**config.mk**
```make
export PLATFORM = sky130hd
export DESIGN_NAME = alu_seq_flat
export DESIGN_NICKNAME = d
export VERILOG_FILES = /design/src/rtl/alu_seq_if.sv /design/src/rtl/alu_seq.sv /design/src/flat_wrapper.sv
export SDC_FILE = /design/constraint.sdc
export NUM_CORES = 1
export LEC_CHECK = 0
export ABC_AREA = 0
export CORE_MARGIN = 2
export CORE_UTILIZATION = 44
export CTS_CLUSTER_SIZE = 20
export DETAILED_ROUTE_END_ITERATION = 10
export GPL_TIMING_DRIVEN = 0
export PLACE_DENSITY = 0.8
export REMOVE_ABC_BUFFERS = 1
export SYNTH_ARGS = -nofsm -noshare
export SYNTH_HDL_FRONTEND = slang
export SYNTH_SLANG_ARGS = --single-unit
```
**constraint.sdc**
```tcl
create_clock -name clk -period 2.5 [get_ports clk]
set_clock_uncertainty 0.05 [all_clocks]
set_input_delay 0.5 -clock clk [delete_from_list [all_inputs] [get_ports clk]]
set_output_delay 0.5 -clock clk [all_outputs]
set_load 0.01 [all_outputs]
```
**src/rtl/alu_seq_if.sv**
```systemverilog
// Handshake bundle linking the operand-issue stage, the sequential ALU
// and the writeback consumer.
interface alu_seq_if #(
    parameter int WIDTH = 4
);
    logic             in_valid;
    logic             in_ready;
    logic [3:0]       opc;
    logic [WIDTH-1:0] A;
    logic [WIDTH-1:0] B;
    logic             out_valid;
    logic             out_ready;
    logic [WIDTH-1:0] result;
    logic             carry;
    logic             zero;
    logic             overflow;

    // Issue/writeback side: offers operations and consumes results
    modport master (
        output in_valid, opc, A, B, out_ready,
        input  in_ready, out_valid, result, carry, zero, overflow
    );

    // ALU side
    modport slave (
        input  in_valid, opc, A, B, out_ready,
        output in_ready, out_valid, result, carry, zero, overflow
    );
endinterface

```
**src/rtl/alu_seq.sv**
```systemverilog
// Sequential ALU with a registered result behind a valid/ready handshake.
// Single-cycle ops finish one edge after accept; shifts by a non-zero amount
// walk a working register one bit per cycle in the SHIFT state.
module alu_seq #(
    parameter int WIDTH = 4
) (
    input  logic     clk,
    input  logic     rst_n,
    alu_seq_if.slave bus
);
    localparam int SHW = $clog2(WIDTH);
    localparam int CW  = $clog2(WIDTH + 1);

    localparam logic [3:0] OP_ADD  = 4'b0000;
    localparam logic [3:0] OP_SUB  = 4'b0001;
    localparam logic [3:0] OP_NOT  = 4'b0010;
    localparam logic [3:0] OP_AND  = 4'b0011;
    localparam logic [3:0] OP_OR   = 4'b0100;
    localparam logic [3:0] OP_XOR  = 4'b0101;
    localparam logic [3:0] OP_SLT  = 4'b0110;
    localparam logic [3:0] OP_EQ   = 4'b0111;
    localparam logic [3:0] OP_SLTU = 4'b1000;
    localparam logic [3:0] OP_SLL  = 4'b1001;
    localparam logic [3:0] OP_SRL  = 4'b1010;
    localparam logic [3:0] OP_SRA  = 4'b1011;

    typedef enum logic {IDLE, SHIFT} state_e;

    state_e           state_q, state_d;
    logic             out_valid_q, out_valid_d;
    logic [WIDTH-1:0] result_q, result_d;
    logic             carry_q, carry_d;
    logic             zero_q, zero_d;
    logic             overflow_q, overflow_d;
    logic [WIDTH-1:0] shreg_q, shreg_d;
    logic [CW-1:0]    cnt_q, cnt_d;
    logic [1:0]       sh_op_q, sh_op_d;
    logic             sign_q, sign_d;

    logic             in_ready;
    logic             accept;
    logic [WIDTH:0]   add_full;
    logic [WIDTH:0]   sub_full;
    logic             add_ovf;
    logic             sub_ovf;
    logic             slt_bit;
    logic             sltu_bit;
    logic             eq_bit;
    logic [WIDTH-1:0] alu_result;
    logic             alu_carry;
    logic             alu_ovf;
    logic             is_shift;
    logic [SHW-1:0]   shamt_raw;
    logic [CW-1:0]    shamt;
    logic [WIDTH-1:0] shreg_next;

    // Ready only when idle, out of reset, and the output register is free or draining
    assign in_ready  = rst_n && (state_q == IDLE) && (!out_valid_q || bus.out_ready);
    assign accept    = bus.in_valid && in_ready;
    assign shamt_raw = bus.B[SHW-1:0];
    assign is_shift  = (bus.opc == OP_SLL) || (bus.opc == OP_SRL) || (bus.opc == OP_SRA);

    // Single-cycle datapath evaluated on the live operands; only used at accept
    always_comb begin
        add_full   = {1'b0, bus.A} + {1'b0, bus.B};
        sub_full   = {1'b0, bus.A} + {1'b0, ~bus.B} + (WIDTH+1)'(1);
        add_ovf    = (bus.A[WIDTH-1] == bus.B[WIDTH-1]) && (add_full[WIDTH-1] != bus.A[WIDTH-1]);
        sub_ovf    = (bus.A[WIDTH-1] != bus.B[WIDTH-1]) && (sub_full[WIDTH-1] != bus.A[WIDTH-1]);
        slt_bit    = sub_full[WIDTH-1] ^ sub_ovf;
        sltu_bit   = ~sub_full[WIDTH];
        eq_bit     = (bus.A == bus.B);
        alu_result = '0;
        alu_carry  = 1'b0;
        alu_ovf    = 1'b0;
        case (bus.opc)
            OP_ADD: begin
                alu_result = add_full[WIDTH-1:0];
                alu_carry  = add_full[WIDTH];
                alu_ovf    = add_ovf;
            end
            OP_SUB: begin
                alu_result = sub_full[WIDTH-1:0];
                alu_carry  = sub_full[WIDTH];
                alu_ovf    = sub_ovf;
            end
            OP_NOT:  alu_result = ~bus.A;
            OP_AND:  alu_result = bus.A & bus.B;
            OP_OR:   alu_result = bus.A | bus.B;
            OP_XOR:  alu_result = bus.A ^ bus.B;
            OP_SLT:  alu_result = {{(WIDTH-1){1'b0}}, slt_bit};
            OP_EQ:   alu_result = {{(WIDTH-1){1'b0}}, eq_bit};
            OP_SLTU: alu_result = {{(WIDTH-1){1'b0}}, sltu_bit};
            OP_SLL, OP_SRL, OP_SRA: alu_result = bus.A;
            default: alu_result = '0;
        endcase
    end

    // Clamp the shift amount so oversize shifts saturate at WIDTH steps
    always_comb begin
        shamt = CW'(shamt_raw);
        if (shamt > CW'(WIDTH)) begin
            shamt = CW'(WIDTH);
        end
    end

    // One-bit step of the working register; SRA refills with the captured sign
    always_comb begin
        shreg_next = shreg_q;
        case (sh_op_q)
            2'b01:   shreg_next = {shreg_q[WIDTH-2:0], 1'b0};
            2'b10:   shreg_next = {1'b0, shreg_q[WIDTH-1:1]};
            default: shreg_next = {sign_q, shreg_q[WIDTH-1:1]};
        endcase
    end

    // Next-state logic for the FSM, the output register and the shift engine
    always_comb begin
        state_d     = state_q;
        out_valid_d = out_valid_q && !bus.out_ready;
        result_d    = result_q;
        carry_d     = carry_q;
        zero_d      = zero_q;
        overflow_d  = overflow_q;
        shreg_d     = shreg_q;
        cnt_d       = cnt_q;
        sh_op_d     = sh_op_q;
        sign_d      = sign_q;
        case (state_q)
            IDLE: begin
                if (accept) begin
                    if (is_shift && (shamt != '0)) begin
                        state_d = SHIFT;
                        shreg_d = bus.A;
                        cnt_d   = shamt;
                        sh_op_d = bus.opc[1:0];
                        sign_d  = bus.A[WIDTH-1];
                    end else begin
                        result_d    = alu_result;
                        carry_d     = alu_carry;
                        overflow_d  = alu_ovf;
                        zero_d      = (alu_result == '0);
                        out_valid_d = 1'b1;
                    end
                end
            end
            SHIFT: begin
                shreg_d = shreg_next;
                cnt_d   = cnt_q - CW'(1);
                if (cnt_q == CW'(1)) begin
                    state_d     = IDLE;
                    result_d    = shreg_next;
                    carry_d     = 1'b0;
                    overflow_d  = 1'b0;
                    zero_d      = (shreg_next == '0);
                    out_valid_d = 1'b1;
                end
            end
            default: state_d = IDLE;
        endcase
    end

    // State and output registers with synchronous active-low reset
    always_ff @(posedge clk) begin
        if (!rst_n) begin
            state_q     <= IDLE;
            out_valid_q <= 1'b0;
            result_q    <= '0;
            carry_q     <= 1'b0;
            zero_q      <= 1'b0;
            overflow_q  <= 1'b0;
            shreg_q     <= '0;
            cnt_q       <= '0;
            sh_op_q     <= 2'b00;
            sign_q      <= 1'b0;
        end else begin
            state_q     <= state_d;
            out_valid_q <= out_valid_d;
            result_q    <= result_d;
            carry_q     <= carry_d;
            zero_q      <= zero_d;
            overflow_q  <= overflow_d;
            shreg_q     <= shreg_d;
            cnt_q       <= cnt_d;
            sh_op_q     <= sh_op_d;
            sign_q      <= sign_d;
        end
    end

    assign bus.in_ready  = in_ready;
    assign bus.out_valid = out_valid_q;
    assign bus.result    = result_q;
    assign bus.carry     = carry_q;
    assign bus.zero      = zero_q;
    assign bus.overflow  = overflow_q;
endmodule

```
**src/flat_wrapper.sv**
```systemverilog
// flat-port wrapper written by rule: the top's interface ports become plain ports
module alu_seq_flat 
#(
    parameter int WIDTH = 4
)
  (clk, rst_n, bus_in_valid, bus_opc, bus_A, bus_B, bus_out_ready, bus_in_ready, bus_out_valid, bus_result, bus_carry, bus_zero, bus_overflow);
  alu_seq_if #(.WIDTH(WIDTH)) bus_i ();
  input  logic clk;
  input  logic rst_n;
  input wire logic [$bits(bus_i.in_valid)-1:0] bus_in_valid;
  input wire logic [$bits(bus_i.opc)-1:0] bus_opc;
  input wire logic [$bits(bus_i.A)-1:0] bus_A;
  input wire logic [$bits(bus_i.B)-1:0] bus_B;
  input wire logic [$bits(bus_i.out_ready)-1:0] bus_out_ready;
  output wire logic [$bits(bus_i.in_ready)-1:0] bus_in_ready;
  output wire logic [$bits(bus_i.out_valid)-1:0] bus_out_valid;
  output wire logic [$bits(bus_i.result)-1:0] bus_result;
  output wire logic [$bits(bus_i.carry)-1:0] bus_carry;
  output wire logic [$bits(bus_i.zero)-1:0] bus_zero;
  output wire logic [$bits(bus_i.overflow)-1:0] bus_overflow;
  assign bus_i.in_valid = bus_in_valid;
  assign bus_i.opc = bus_opc;
  assign bus_i.A = bus_A;
  assign bus_i.B = bus_B;
  assign bus_i.out_ready = bus_out_ready;
  assign bus_in_ready = bus_i.in_ready;
  assign bus_out_valid = bus_i.out_valid;
  assign bus_result = bus_i.result;
  assign bus_carry = bus_i.carry;
  assign bus_zero = bus_i.zero;
  assign bus_overflow = bus_i.overflow;
  alu_seq #(.WIDTH(WIDTH)) u_core (.clk(clk), .rst_n(rst_n), .bus(bus_i));
endmodule
```
==> flow_summary.yaml, run 1 <==
clocking:
  numCtsBuffers: 3
  cts-root-buf: "clkbuf_8"
  htreeDepth: 1
  cts_tree: "done"
  postCtsSetupRepairBufs: 0
  hold_buffers: 0
  clk_pin_slew_ns: 0.08
  clock_latency_ns: 0.26
  clock_sinks: 19
  ctsLongestPathBuffers: 2
floorplanning:
  rows: 23
  num_io_pins: 25
  core_um2: 3970
  die_h_um: 68.1
  start_util_pct: 45.5
  dieArea_um2: 4630
  chipWidth_um: 68.1
power:
  internal_power_uw: 550
  p_switching_uw: 261
  power_uw: 811
  p_leak_uw: 0.000787
  peakVddDrop_v: 0.000214
  p_seq_share_pct: 39.6
  p_per_area_nw_per_um2: 376
  combPwrFrac_pct: 33.7
  p_clk_share_pct: 26.6
  p_sw_share_pct: 32.2
grt:
  grt_use_total_pct: 19.2
  antenna_found_initial: 0
  first_global_vias: 1537
  grt.overflow.total: 0
  grt_pass1_wl_um: 6810
  grt_max_degree: 26
routing:
  remaining_drc_errors: 0
  routedWlPerCell_um: 14.9
  routed_wl_um: 4320
  drt_pass1_iterations: 4
  post_drt_via_cell_ratio: 5.78
  drt_iter0_markers: 96
  drtAntennaViolNets: 0
  vias: 1675
logic_synthesis:
  synth_ff_type: "dfxtp_1"
  syn_inst: 225
  yosysWarningCount: 0
  netlist_area_um2: 1810
  syn_area_per_cell_um2: 8.03
  synth_seq_cells: 19
  synth.distinct_cells: 62
  ys_async_sr_fraction_pct: 0
  synth-edff-count: 0
  seq_area_frac_synth_pct: 21.1
flow_run:
  cap_violations: 0
setup_path:
  cp_max_fo: 18
  critPathTopFamily: "buffers and inverters"
  crit_type: "primary input to output pin"
  cp_num_buf_inv: 3
  crit_required_ns: 1.95
  r2r_cells: 5
  crit_path_top_delay_cell: "clkdlybuf4s50_1"
  r2r_start: "u_core.state_q$_SDFF_PN0_"
  reg2reg_to: "u_core.bus.zero$_SDFFE_PN0P_"
  endpoint_kind: "output pin"
  crit_chain: "dlygate4sd2_1 > inv_4 > nor3_1 > clkdlybuf4s50_1"
  reg2reg_slack_ns: 0.52
  startpoint_type: "primary input"
  critPathArrivalTime_ns: 1.87
  max_stage_delay_ns: 0.57
sta:
  worst_pin_slew_ns: 0.777
  finalHoldViolCount: 0
  fmax_mhz: 413
  min_period_ns: 2.42
  setup_viol: 0
  slew_headroom_pct: 48.2
  holdWs_ns: 0.411
  finalCritPeriodShare_pct: 96.9
  drv_slew: 0
worst_hold_path:
  hp-start: "u_core.bus.carry$_SDFFE_PN0P_"
  min_path_cells: 2
  min_path_type: "register to register"
  whs_endpoint: "u_core.bus.carry$_SDFFE_PN0P_"
placement:
  portBuffers: 24
  gp_congestion: 0.847
  hpwl_um: 3180
final_layout:
  n_antenna_cell: 0
  nets: 276
  final_core_util_pct: 54.4
  synthToLayoutAreaGrowth_pct: 19.5
  fillers: 383
  drive_gt1_share_pct: 15.0
  mostFrequentLayoutCells: "19 x nor2_1, 19 x dfxtp_1, 18 x a21oi_1"
status:
  status: "complete, no violations"
flip-flops by register name, summed over array words and instances, names as in the netlist, 2 cells and up:
register           flops
u_core.shreg_q         4
u_core.sh_op_q         2
u_core.cnt_q           3
u_core.bus.result      4
worst max-delay path by stage:
stage / to / from / cells after the start / slack [ns]
final: bus_in_ready / rst_n / 4 / 0.08
after global routing: u_core.bus.zero$_SDFFE_PN0P_ / bus_B[1] / 13 / -0.006
after CTS: u_core.bus.zero$_SDFFE_PN0P_ / bus_A[1] / 13 / 0.004
after detailed placement: u_core.bus.result[3]$_SDFFE_PN0P_ / bus_B[1] / 13 / -0.97
after global placement: u_core.bus.result[3]$_SDFFE_PN0P_ / bus_B[1] / 13 / -0.93
after floorplan: u_core.bus.result[3]$_SDFFE_PN0P_ / bus_B[1] / 12 / -0.007
layer usage:
metal / up-vias / global-route usage, % / routed length [um]
met1: 775 / 25.2 / 2020
met3: 10 / 3.95 / 205
met4: 0 / 5.25 / 77
li1: 844 / - / -
met2: 46 / 31.8 / 2020
met5: - / 0 / 0
what timing repair did:
action	4_1_cts	5_1_grt
pin swaps	4	8
setup endpoints to repair	18	9
resized for setup	40	22
logic make-up after synthesis:
group	share of synthesized area (%)
fa+ha+maj	14.4
simple gates	28.5
xor+xnor	1.45
mux	1.11
buf+inv	7.83
flops	21.1
compound gates	25.7
power by group through the flow:
stage	logic, uW	clock network, uW	registers [uW]
4_1_cts	264	218	321
6_report	274	216	321
2_1_floorplan	149	0	330
5_1_grt	299	232	323
3_3_place_gp	249	0	328
3_5_place_dp	253	0	328
through the flow:
| stage | worst slack (ns) | instance area (um2) | std cells | setup TNS [ns] |
|---|---|---|---|---|
| after CTS | 0.00415 | 2130 | 290 | 0 |
| after global routing | -0.00598 | 2160 | 290 | -0.00598 |
| after detailed placement | -0.969 | 2030 | 286 | -9.58 |
| final | 0.0772 | 2160 | 290 | 0 |
| after floorplan | -0.00656 | 1730 | 212 | -0.00656 |
| after global placement | -0.933 | 2030 | 286 | -9.06 |
cell usage after synthesis, drive strengths merged (2+ instances only):
cell	number	area, um2
a41oi	2	17.5
a22oi	6	45.0
nor3b	7	52.6
or3b	2	20.0
nor4	3	25.0
dfxtp	19	380
xnor2	3	26.3
o22ai	2	18.8
or4b	2	23.8
nor4b	2	32.5
or3	2	12.5
nand4	2	12.5
o211ai	3	27.5
o21a	2	15.0
nand3	8	40.0
clkbuf	3	11.3
buf	10	67.6
nand4b	2	17.5
fa	3	60.1
nand3b	3	22.5
ha	16	200
nand2	14	52.6
nand2b	5	31.3
a21o	2	15.0
o2111ai	2	17.5
a221oi	2	17.5
nor2	22	90.1
a21oi	21	120
mux2i	2	20.0
nor2b	6	37.5
o21ai	12	63.8
and3	2	12.5
inv	16	62.6
and2	2	12.5
nor3	2	10.0
area by class of cell:
cell class              instances  area [um2]  share of cell area [%]
flip-flops and latches         19         380                    17.6
multi-input cells             177        1370                    63.6
clock buffers                   4        45.0                    2.09
well taps                      50        62.6                    2.90
inverters                      16        67.6                    3.13
repair buffers                 24         231                    10.7
worst register-to-register path, cell delays in order (launching register included):
cell and delay, ns:
dfxtp_1 0.72, inv_1 0.27, nor2_1 0.34, a211o_1 0.18, nand4_1 0.09, o31ai_1 0.24
(Power assumes the default switching activity.)
==> inputs of run 2 (changes only) <==
- PLACE_DENSITY: 0.8 -> 0.66
==> run 2 against run 1 <==
  * Global-route usage up 1.7 points
  * Clock-buffer cell count is the same
  * Largest cell class unchanged
  * Total power shrank 0.27%
  * Highest routed layer unchanged
  * Critical path type is now primary input to register
  * First-iteration DRC count increased by 8.3%
  * Final cell count up 0.34%
  * Clock power is essentially flat
==> flow_summary.yaml, run 2 (same netlist as run 1, synthesis figures left out) <==
status:
  status: "complete, no violations"
setup_path:
  crit_required_ns: 2.65
  reg2reg_to: "u_core.bus.zero$_SDFFE_PN0P_"
  critPathArrivalTime_ns: 2.53
  startpoint_type: "primary input"
  crit_top_cell: "inv_1"
  crit_path_top_delay_cell: "fa_1"
  reg2reg_slack_ns: 0.54
  r2r_start: "u_core.state_q$_SDFF_PN0_"
  r2r_cells: 5
  max_stage_delay_ns: 0.40
  critPathTopFamily: "compound AO/OA/AOI/OAI gates"
  endpoint_kind: "register"
  cp_max_fo: 6
  cp_num_buf_inv: 3
  crit_chain: "buf_2 > inv_1 > ha_1 > inv_1 > fa_1 > and2_1 > or3_1 > a2111oi_4 > o211ai_2 > a21oi_2"
  crit_type: "primary input to register"
floorplanning:
  dieArea_um2: 4630
  die_h_um: 68.1
  num_io_pins: 25
  rows: 23
  core_um2: 3970
  chipWidth_um: 68.1
  start_util_pct: 45.5
sta:
  fmax_mhz: 420
  min_period_ns: 2.38
  holdWs_ns: 0.407
  setup_tns_ns: 0
  setup_viol: 0
  slew_headroom_pct: 58.7
  finalCritPeriodShare_pct: 95.3
  finalHoldViolCount: 0
  rsz0062_at_grt: "yes"
  worst_pin_slew_ns: 0.619
  drv_slew: 0
power:
  peakVddDrop_v: 0.000218
  power_uw: 809
  p_per_area_nw_per_um2: 381
  p_leak_uw: 0.000782
placement:
  gp_congestion: 0.867
  hpwl_um: 3180
  place_area_um2: 2030
  portBuffers: 24
  placedCellCount: 286
routing:
  routed_wl_um: 4330
  vias: 1674
  routedWlPerCell_um: 14.9
  post_drt_via_cell_ratio: 5.75
  remaining_drc_errors: 0
  drt_iter0_markers: 104
  drt_pass1_iterations: 4
  drtAntennaViolNets: 0
worst_hold_path:
  min_path_cells: 2
  min_path_type: "register to register"
  hp-start: "u_core.cnt_q[1]$_SDFFE_PN0P_"
  whs_endpoint: "u_core.cnt_q[1]$_SDFFE_PN0P_"
clocking:
  clk_pin_slew_ns: 0.07
  cts_tree: "done"
  numCtsBuffers: 3
  clock_sinks: 19
  cts-root-buf: "clkbuf_8"
  clock_latency_ns: 0.26
  ctsLongestPathBuffers: 2
  htreeDepth: 1
final_layout:
  nets: 277
  postLayoutCellArea_um2: 2120
  fillers: 412
  synthToLayoutAreaGrowth_pct: 17.6
  n_antenna_cell: 0
  mostFrequentLayoutCells: "20 x nor2_1, 19 x dfxtp_1, 18 x a21oi_1"
  finalNonFillerCells: 291
  drive_gt1_share_pct: 15.4
  final_common_cell: "nor2_1"
grt:
  grt_max_degree: 26
  grt_use_total_pct: 20.9
  grt_pass1_wl_um: 7370
  antenna_found_initial: 0
  first_global_vias: 1555
  grt.overflow.total: 0
flow_run:
  cap_violations: 0
-- run 2: cell count changes in the layout (fill, tap and decap cells not counted), sizes merged --
| cell | before | now |
|---|---|---|
| clkbuf | 4 | 9 |
| dlymetal6s2s | 1 | 0 |
| dlygate4sd2 | 5 | 1 |
| clkdlybuf4s15 | 1 | 2 |
-- run 2: worst register-to-register path: stages (launching register included) --
cell     delay [ns]
dfxtp_1        0.72
inv_1          0.26
nor2_1         0.34
a211o_1        0.17
nand4_1        0.10
o31ai_2        0.24
-- run 2: metal layers --
metal / part of all wire (%) / GRT usage [%] / wire, um
met1: 50 / 30.1 / 2170
met5: 0 / 0 / 0
met2: 46 / 33.6 / 2000
met3: 3.0 / 3.45 / 131
met4: 0.44 / 2.50 / 19
-- run 2: what timing repair did --
action | 4_1_cts | 5_1_grt
pin swaps | 5 | 7
hold buffers | 0 | 0
gates resized for setup | 40 | 21
setup endpoints to repair | 18 | 12
buffers inserted | 0 | 1
-- run 2: worst max-delay path by stage --
stage / startpoint / end / slack [ns] / cells after the start
after global placement: bus_B[1] / u_core.bus.result[3]$_SDFFE_PN0P_ / -0.96 / 13
after floorplan: bus_B[1] / u_core.bus.result[3]$_SDFFE_PN0P_ / -0.007 / 12
after global routing: bus_A[0] / u_core.bus.zero$_SDFFE_PN0P_ / -0.009 / 10
final: bus_A[0] / u_core.bus.result[2]$_SDFFE_PN0P_ / 0.12 / 10
after detailed placement: bus_B[1] / u_core.bus.result[3]$_SDFFE_PN0P_ / -1.01 / 13
after CTS: bus_B[0] / u_core.bus.result[2]$_SDFFE_PN0P_ / 0.0004 / 9
-- run 2: final cells by class --
cell class              instances  area (um2)  share of cell area, %
clock buffers                   4        45.0                   2.12
inverters                      16        65.1                   3.06
multi-input cells             177        1360                   63.9
flip-flops and latches         19         380                   17.9
well taps                      50        62.6                   2.94
repair buffers                 25         214                   10.1
-- run 2: where the power goes --
group	leakage, uW	switching (uW)	total (uW)	internal [uW]
Sequential	0.000154	7.42	321	313
Combinational	0.000605	150	271	121
Clock	0.0000228	104	217	113
Total	0.000782	261	809	548
-- run 2: through the flow --
stage / setup WS, ns / util, %
global route: -0.00916 / 53.5
floorplan: -0.00656 / -
CTS: 0.000384 / 53.6
global placement: -0.955 / 51.1
detailed placement: -1.01 / 51.1
finish: 0.118 / 53.5
